**config.mk**
```make
export PLATFORM = sky130hd
export DESIGN_NAME = spi_slave_param
export DESIGN_NICKNAME = d
export VERILOG_FILES = /design/src/rtl/spi_slave_param.sv
export SDC_FILE = /design/constraint.sdc
export NUM_CORES = 1
export LEC_CHECK = 0
export CAP_MARGIN = 20
export CORE_MARGIN = 2
export CORE_UTILIZATION = 50
export CTS_BUF_LIST = sky130_fd_sc_hd__clkbuf_4
export DETAILED_ROUTE_END_ITERATION = 10
export MAX_ROUTING_LAYER = met4
export PLACE_DENSITY = 0.86
export SYNTH_ARGS = -nofsm -noshare
export SYNTH_HDL_FRONTEND = slang
export SYNTH_SLANG_ARGS = --single-unit
```
**constraint.sdc**
```tcl
create_clock -name clk -period 1.7 [get_ports clk]
set_input_delay 0.255 -clock clk [delete_from_list [all_inputs] [get_ports clk]]
set_output_delay 0.255 -clock clk [all_outputs]
set_load 0.02 [all_outputs]
```
**src/rtl/spi_slave_param.sv**
```systemverilog
// Parametrised SPI slave: oversampled SCLK/SS_n/MOSI, any CPOL/CPHA, {opcode, payload} frames in,
// read-data returned on MISO. Define SPI_SLV_PARITY_EN to append an odd-parity bit to each frame.
module spi_slave_param #(
  parameter int DATA_W      = 8,
  parameter bit CPOL        = 1'b0,
  parameter bit CPHA        = 1'b0,
  parameter int SYNC_STAGES = 2
) (
  input  logic              clk,
  input  logic              rst_n,
  input  logic              SCLK,
  input  logic              SS_n,
  input  logic              MOSI,
  output logic              MISO,
  output logic [DATA_W+1:0] rx_data,
  output logic              rx_valid,
  input  logic [DATA_W-1:0] tx_data,
  input  logic              tx_valid,
  output logic              rx_err
);

`ifdef SPI_SLV_PARITY_EN
  localparam int PAR_W = 1;
`else
  localparam int PAR_W = 0;
`endif
  localparam int FRAME_W = DATA_W + 2 + PAR_W;
  localparam int CNT_W   = $clog2(DATA_W + 4);
  localparam logic [CNT_W-1:0] FRAME_CNT = CNT_W'(FRAME_W);
  localparam logic [CNT_W-1:0] DATA_CNT  = CNT_W'(DATA_W);

  typedef enum logic [2:0] {S_IDLE, S_RX, S_TX_WAIT, S_TX, S_DONE} state_t;

  logic [SYNC_STAGES-1:0] sclk_sync, ss_sync, mosi_sync;
  logic                   sclk_q, ss_q;

  // NOTE: synchroniser flops reset to the idle bus levels, not zero, so leaving reset
  // never fabricates an SCLK edge or an SS_n falling edge.
  always_ff @(posedge clk) begin
    if (!rst_n) begin
      sclk_sync <= {SYNC_STAGES{CPOL}};
      ss_sync   <= '1;
      mosi_sync <= '0;
      sclk_q    <= CPOL;
      ss_q      <= 1'b1;
    end else begin
      sclk_sync <= {sclk_sync[SYNC_STAGES-2:0], SCLK};
      ss_sync   <= {ss_sync[SYNC_STAGES-2:0], SS_n};
      mosi_sync <= {mosi_sync[SYNC_STAGES-2:0], MOSI};
      sclk_q    <= sclk_sync[SYNC_STAGES-1];
      ss_q      <= ss_sync[SYNC_STAGES-1];
    end
  end

  logic sclk_s, ss_s, mosi_s;
  logic lead_edge, trail_edge, sample_edge, shift_edge, ss_fall;

  assign sclk_s      = sclk_sync[SYNC_STAGES-1];
  assign ss_s        = ss_sync[SYNC_STAGES-1];
  assign mosi_s      = mosi_sync[SYNC_STAGES-1];
  assign lead_edge   = (sclk_q == CPOL) && (sclk_s != CPOL);
  assign trail_edge  = (sclk_q != CPOL) && (sclk_s == CPOL);
  assign sample_edge = CPHA ? trail_edge : lead_edge;
  assign shift_edge  = CPHA ? lead_edge : trail_edge;
  assign ss_fall     = ss_q && !ss_s;

  state_t              state, state_n;
  logic [CNT_W-1:0]    cnt, cnt_n;
  logic [FRAME_W-1:0]  rx_shift, rx_shift_n;
  logic [DATA_W-1:0]   tx_shift, tx_shift_n;
  logic [DATA_W+1:0]   rx_data_n, frame;
  logic                miso_n, rx_valid_n, rx_err_n;
  logic                rd_addr_seen, rd_seen_n;
  logic                tx_armed, armed_n;
  logic                par_ok;

  assign frame = rx_shift[FRAME_W-1 -: DATA_W+2];
`ifdef SPI_SLV_PARITY_EN
  assign par_ok = ^rx_shift;
`else
  assign par_ok = 1'b1;
`endif

  always_comb begin
    // NOTE: every variable gets its hold/default value first so no path infers a latch.
    state_n    = state;
    cnt_n      = cnt;
    rx_shift_n = rx_shift;
    tx_shift_n = tx_shift;
    miso_n     = MISO;
    rx_data_n  = rx_data;
    rx_valid_n = 1'b0;
    rx_err_n   = 1'b0;
    rd_seen_n  = rd_addr_seen;
    armed_n    = tx_armed;

    if (ss_s) begin
      state_n = S_IDLE;
      miso_n  = 1'b0;
      cnt_n   = '0;
      armed_n = 1'b0;
    end else begin
      unique case (state)
        S_IDLE: begin
          if (ss_fall) begin
            state_n    = S_RX;
            cnt_n      = '0;
            rx_shift_n = '0;
          end
        end
        S_RX: begin
          if (cnt == FRAME_CNT) begin
            if (par_ok) begin
              rx_data_n  = frame;
              rx_valid_n = 1'b1;
              state_n    = S_DONE;
              if (frame[DATA_W+1:DATA_W] == 2'b10) begin
                rd_seen_n = 1'b1;
              end else if (frame[DATA_W+1:DATA_W] == 2'b11 && rd_addr_seen) begin
                rd_seen_n = 1'b0;
                state_n   = S_TX_WAIT;
              end
            end else begin
              rx_err_n = 1'b1;
              state_n  = S_DONE;
            end
          end else if (sample_edge) begin
            rx_shift_n = {rx_shift[FRAME_W-2:0], mosi_s};
            cnt_n      = cnt + 1'b1;
          end
        end
        S_TX_WAIT: begin
          miso_n = 1'b0;
          if (tx_valid) begin
            state_n = S_TX;
            armed_n = 1'b0;
            if (!CPHA) begin
              miso_n     = tx_data[DATA_W-1];
              tx_shift_n = tx_data << 1;
              cnt_n      = CNT_W'(1);
            end else begin
              tx_shift_n = tx_data;
              cnt_n      = '0;
            end
          end
        end
        S_TX: begin
          if (cnt == DATA_CNT) begin
            state_n = S_DONE;
          end else begin
            // With CPHA=0 the trailing edge that closes the last RX bit must not shift;
            // only trailing edges after a master sample (leading) edge advance MISO.
            if (lead_edge) armed_n = 1'b1;
            if (shift_edge && (CPHA || tx_armed)) begin
              miso_n     = tx_shift[DATA_W-1];
              tx_shift_n = tx_shift << 1;
              cnt_n      = cnt + 1'b1;
            end
          end
        end
        S_DONE:  ;
        default: state_n = S_IDLE;
      endcase
    end
  end

  // NOTE: state registers use non-blocking assignments so every flop samples pre-edge values.
  always_ff @(posedge clk) begin
    if (!rst_n) begin
      state        <= S_IDLE;
      cnt          <= '0;
      rx_shift     <= '0;
      tx_shift     <= '0;
      MISO         <= 1'b0;
      rx_data      <= '0;
      rx_valid     <= 1'b0;
      rx_err       <= 1'b0;
      rd_addr_seen <= 1'b0;
      tx_armed     <= 1'b0;
    end else begin
      state        <= state_n;
      cnt          <= cnt_n;
      rx_shift     <= rx_shift_n;
      tx_shift     <= tx_shift_n;
      MISO         <= miso_n;
      rx_data      <= rx_data_n;
      rx_valid     <= rx_valid_n;
      rx_err       <= rx_err_n;
      rd_addr_seen <= rd_seen_n;
      tx_armed     <= armed_n;
    end
  end

endmodule
```
==> results.py <==
metrics = {
    "outcome": {
        "status": "finished, final reports clean",
    },
    "logic_synthesis": {
        "synthCells": 224,
        "synth_top_area_cell": "dfxtp_1",
        "synthArstFlopShare_pct": 0,
        "ys_top_cells_by_area": "dfxtp_1 (43%), mux2i_1 (10%), nand2_1 (4.8%)",
        "yosys_most_used_dff": "dfxtp_1",
        "synth_most_common_cell": "dfxtp_1",
        "ys_warn_count": 0,
        "synth_top_area_share_pct": 43.4,
        "synth-seq-cells": 46,
        "yosysUniqueCellTypes": 47,
        "synth_edf_count": 0,
        "synth-seq-area-share_pct": 43.4,
        "postSynthAreaPerCell_um2": 9.47,
        "synthTopCellsByCount": "dfxtp_1 (46), nand2_1 (27), mux2i_1 (22)",
        "syn-num-nets": 241,
        "syn-cell-area_um2": 2120,
    },
    "global_route": {
        "globalRoute.totalOverflow": 0,
        "grt_pass1_vias": 1562,
        "antenna_found_initial": 0,
        "grt.total_usage_pct": 18.7,
        "grt_max_degree": 26,
        "grt_pass1_wl_um": 7110,
    },
    "clock_network": {
        "h-tree-depth": 2,
        "cts_sinks": 46,
        "cts_inserted_buffers": 5,
        "cts_tree": "built",
        "clk_path_buf_depth": 2,
        "cts_root_buffer": "clkbuf_4",
        "clk_transition_reported_paths_ns": 0.15,
        "cts_hold_buf": 0,
        "insertion_delay_ns": 0.37,
    },
    "critical_path": {
        "worstPathMaxFanout": 5,
        "critPathTopFamily": "simple AND/OR/NAND/NOR gates",
        "crit_start": "cnt[0]",
        "slowest_stage": "or4_4",
        "path_buf_inv": 2,
        "critPathKind": "flip-flop to flip-flop",
        "critPathRequiredTime_ns": 1.97,
        "path_cells": "inv_2 -> ha_4 -> nand3b_1 -> a31oi_1 -> or4_4 -> buf_6 -> mux2i_1",
        "start_kind": "flip-flop",
        "worst_setup_path_end_kind": "flip-flop",
        "worstPathArrival_ns": 1.97,
        "timing.rr.start": "cnt[0]",
        "reg2reg_slack_ns": 0.007,
        "critPathMaxStageDelay_ns": 0.51,
    },
    "drt": {
        "drt_iter0_markers": 125,
        "vias_per_cell": 5.40,
        "ant_nets": 0,
        "dr.pass1.iters": 4,
        "routed_wl_um": 4260,
        "routedWlPerCell_um": 13.4,
        "routed-via-count": 1718,
        "drc": 0,
    },
    "sta": {
        "fin_setup_tns_ns": 0,
        "skew_ns": 0.0119,
        "rsz0062_at_grt": "true",
        "period_share_pct": 99.6,
        "setup_viol": 0,
        "fmax_mhz": 591,
        "slew_violations": 0,
        "layout_min_cycle_time_ns": 1.69,
        "hold_slack_ns": 0.426,
        "hold_viol": 0,
    },
    "layout": {
        "layout.cells.non_filler": 318,
        "syn_to_final_growth_pct": 25.5,
        "fillers": 328,
        "n_antenna_cell": 0,
        "drive_above_1_share_pct": 18.7,
        "nets": 284,
        "fin_util_pct": 66.1,
    },
    "power": {
        "p_total_uw": 1740,
        "power_density_nw_per_um2": 655,
        "p_comb_share_pct": 6.2,
        "peakVddDrop_mv": 0.608,
        "p_int_uw": 1320,
        "clock_power_share_pct": 31.3,
        "p_seq_share_pct": 62.4,
        "power_leakage_uw": 0.00113,
        "net-switching-power_uw": 426,
        "p_sw_share_pct": 24.4,
    },
    "placement": {
        "gp_congestion": 0.894,
        "port_buffers": 25,
        "dp.cells": 306,
        "hpwl_um": 2830,
    },
    "floorplan": {
        "row_count": 23,
        "die_h_um": 69.1,
        "start_util_pct": 52.6,
        "die_area_um2": 4780,
        "fp.coreArea_um2": 4030,
        "io_pins": 27,
        "fp.dieW_um": 69.1,
    },
    "run": {
        "cap_viol_max_count": 0,
    },
    "min_path": {
        "hold_class": "flip-flop to flip-flop",
        "min_from": "ss_sync[0]",
    },
}
## registers in the layout (all words and copies together) (netlist names)
name and count:
sclk_sync 2, tx_armed 1, mosi_sync 2, state 3
ss_q 1, rx_data 10, cnt 4, frame 10
MISO 1, sclk_q 1, ss_sync 2, rd_addr_seen 1
rx_valid 1, tx_shift 7
## worst reg2reg max path, delay by kind of cell, from the launching register on
kind | cells | cell delay (ns)
buf+inv | 2 | 0.21
compound gates | 1 | 0.10
simple gates | 2 | 0.65
mux | 1 | 0.12
flops | 1 | 0.36
fa+ha+maj | 1 | 0.15
## cell families after synthesis
kind of cell | after synthesis | synth area share (%)
simple gates | 93 | 25.0
flops | 46 | 43.4
compound gates | 40 | 13.9
mux | 23 | 11.1
buf+inv | 18 | 4.60
fa+ha+maj | 3 | 1.77
other cells | 1 | 0.177
## cell usage in the layout, fill, tap and decap left out, types with 3 or more instances in the layout
cell type	Yosys	routed
nand3b_1	3	3
o211a_1	6	6
buf_4	3	20
nand2_1	27	27
buf_6	2	3
o21ai_0	7	6
and2_1	7	7
nand3_1	8	8
nand2b_1	4	4
a21oi_1	8	8
or3b_2	3	3
nor2b_1	13	13
a21boi_0	3	3
clkbuf_4	0	5
dfxtp_1	46	43
and3_1	3	3
nor2_1	12	12
clkdlybuf4s50_1	0	25
mux2i_1	22	22
## what timing repair did
action / CTS / global route
buffers inserted: 0 / 2
gates resized for setup: 1 / 14
setup endpoints to repair: 1 / 24
pin swaps: 0 / 4
cloned: 0 / 2
## routing by layer
layer | vias to the layer above | wire, um | global-route usage, %
met5 | - | 0 | -
met4 | 0 | 64 | 6.97
met3 | 5 | 213 | 4.68
met2 | 41 | 1980 | 26.4
met1 | 797 | 2000 | 25.8
li1 | 875 | - | -
## stage by stage
| stage | instance area [um2] | setup slack [ns] |
|---|---|---|
| floorplan | 2120 | 0.0123 |
| finish | 2660 | 0.00679 |
| CTS | 2600 | 0.00507 |
| global placement | 2540 | -0.00869 |
| global route | 2660 | -0.0547 |
| detailed placement | 2540 | -0.00328 |
## power by group through the flow
stage	Combinational, uW	Clock [uW]	Sequential (uW)
after global routing	119	610	1090
after global placement	103	0	1110
final	109	546	1090
after floorplan	54.8	0	1110
after CTS	105	559	1090
after detailed placement	104	0	1110
## area by class of cell
cell class / count / area (um2) / share of cell area [%]
repair buffers: 51 / 479 / 18.0
flip-flops and latches: 46 / 927 / 34.8
clock inverters: 3 / 25.0 / 0.940
multi-input cells: 160 / 1120 / 42.1
inverters: 3 / 11.3 / 0.423
well taps: 50 / 62.6 / 2.35
clock buffers: 5 / 37.5 / 1.41
## worst paths after layout
check                                  end  cells after the start
worst min-delay path            ss_sync[1]                      1
worst min register to register  ss_sync[1]                      1
worst max register to register    frame[2]                      7
worst max-delay path              frame[2]                      7
(Power assumes the default switching activity.)
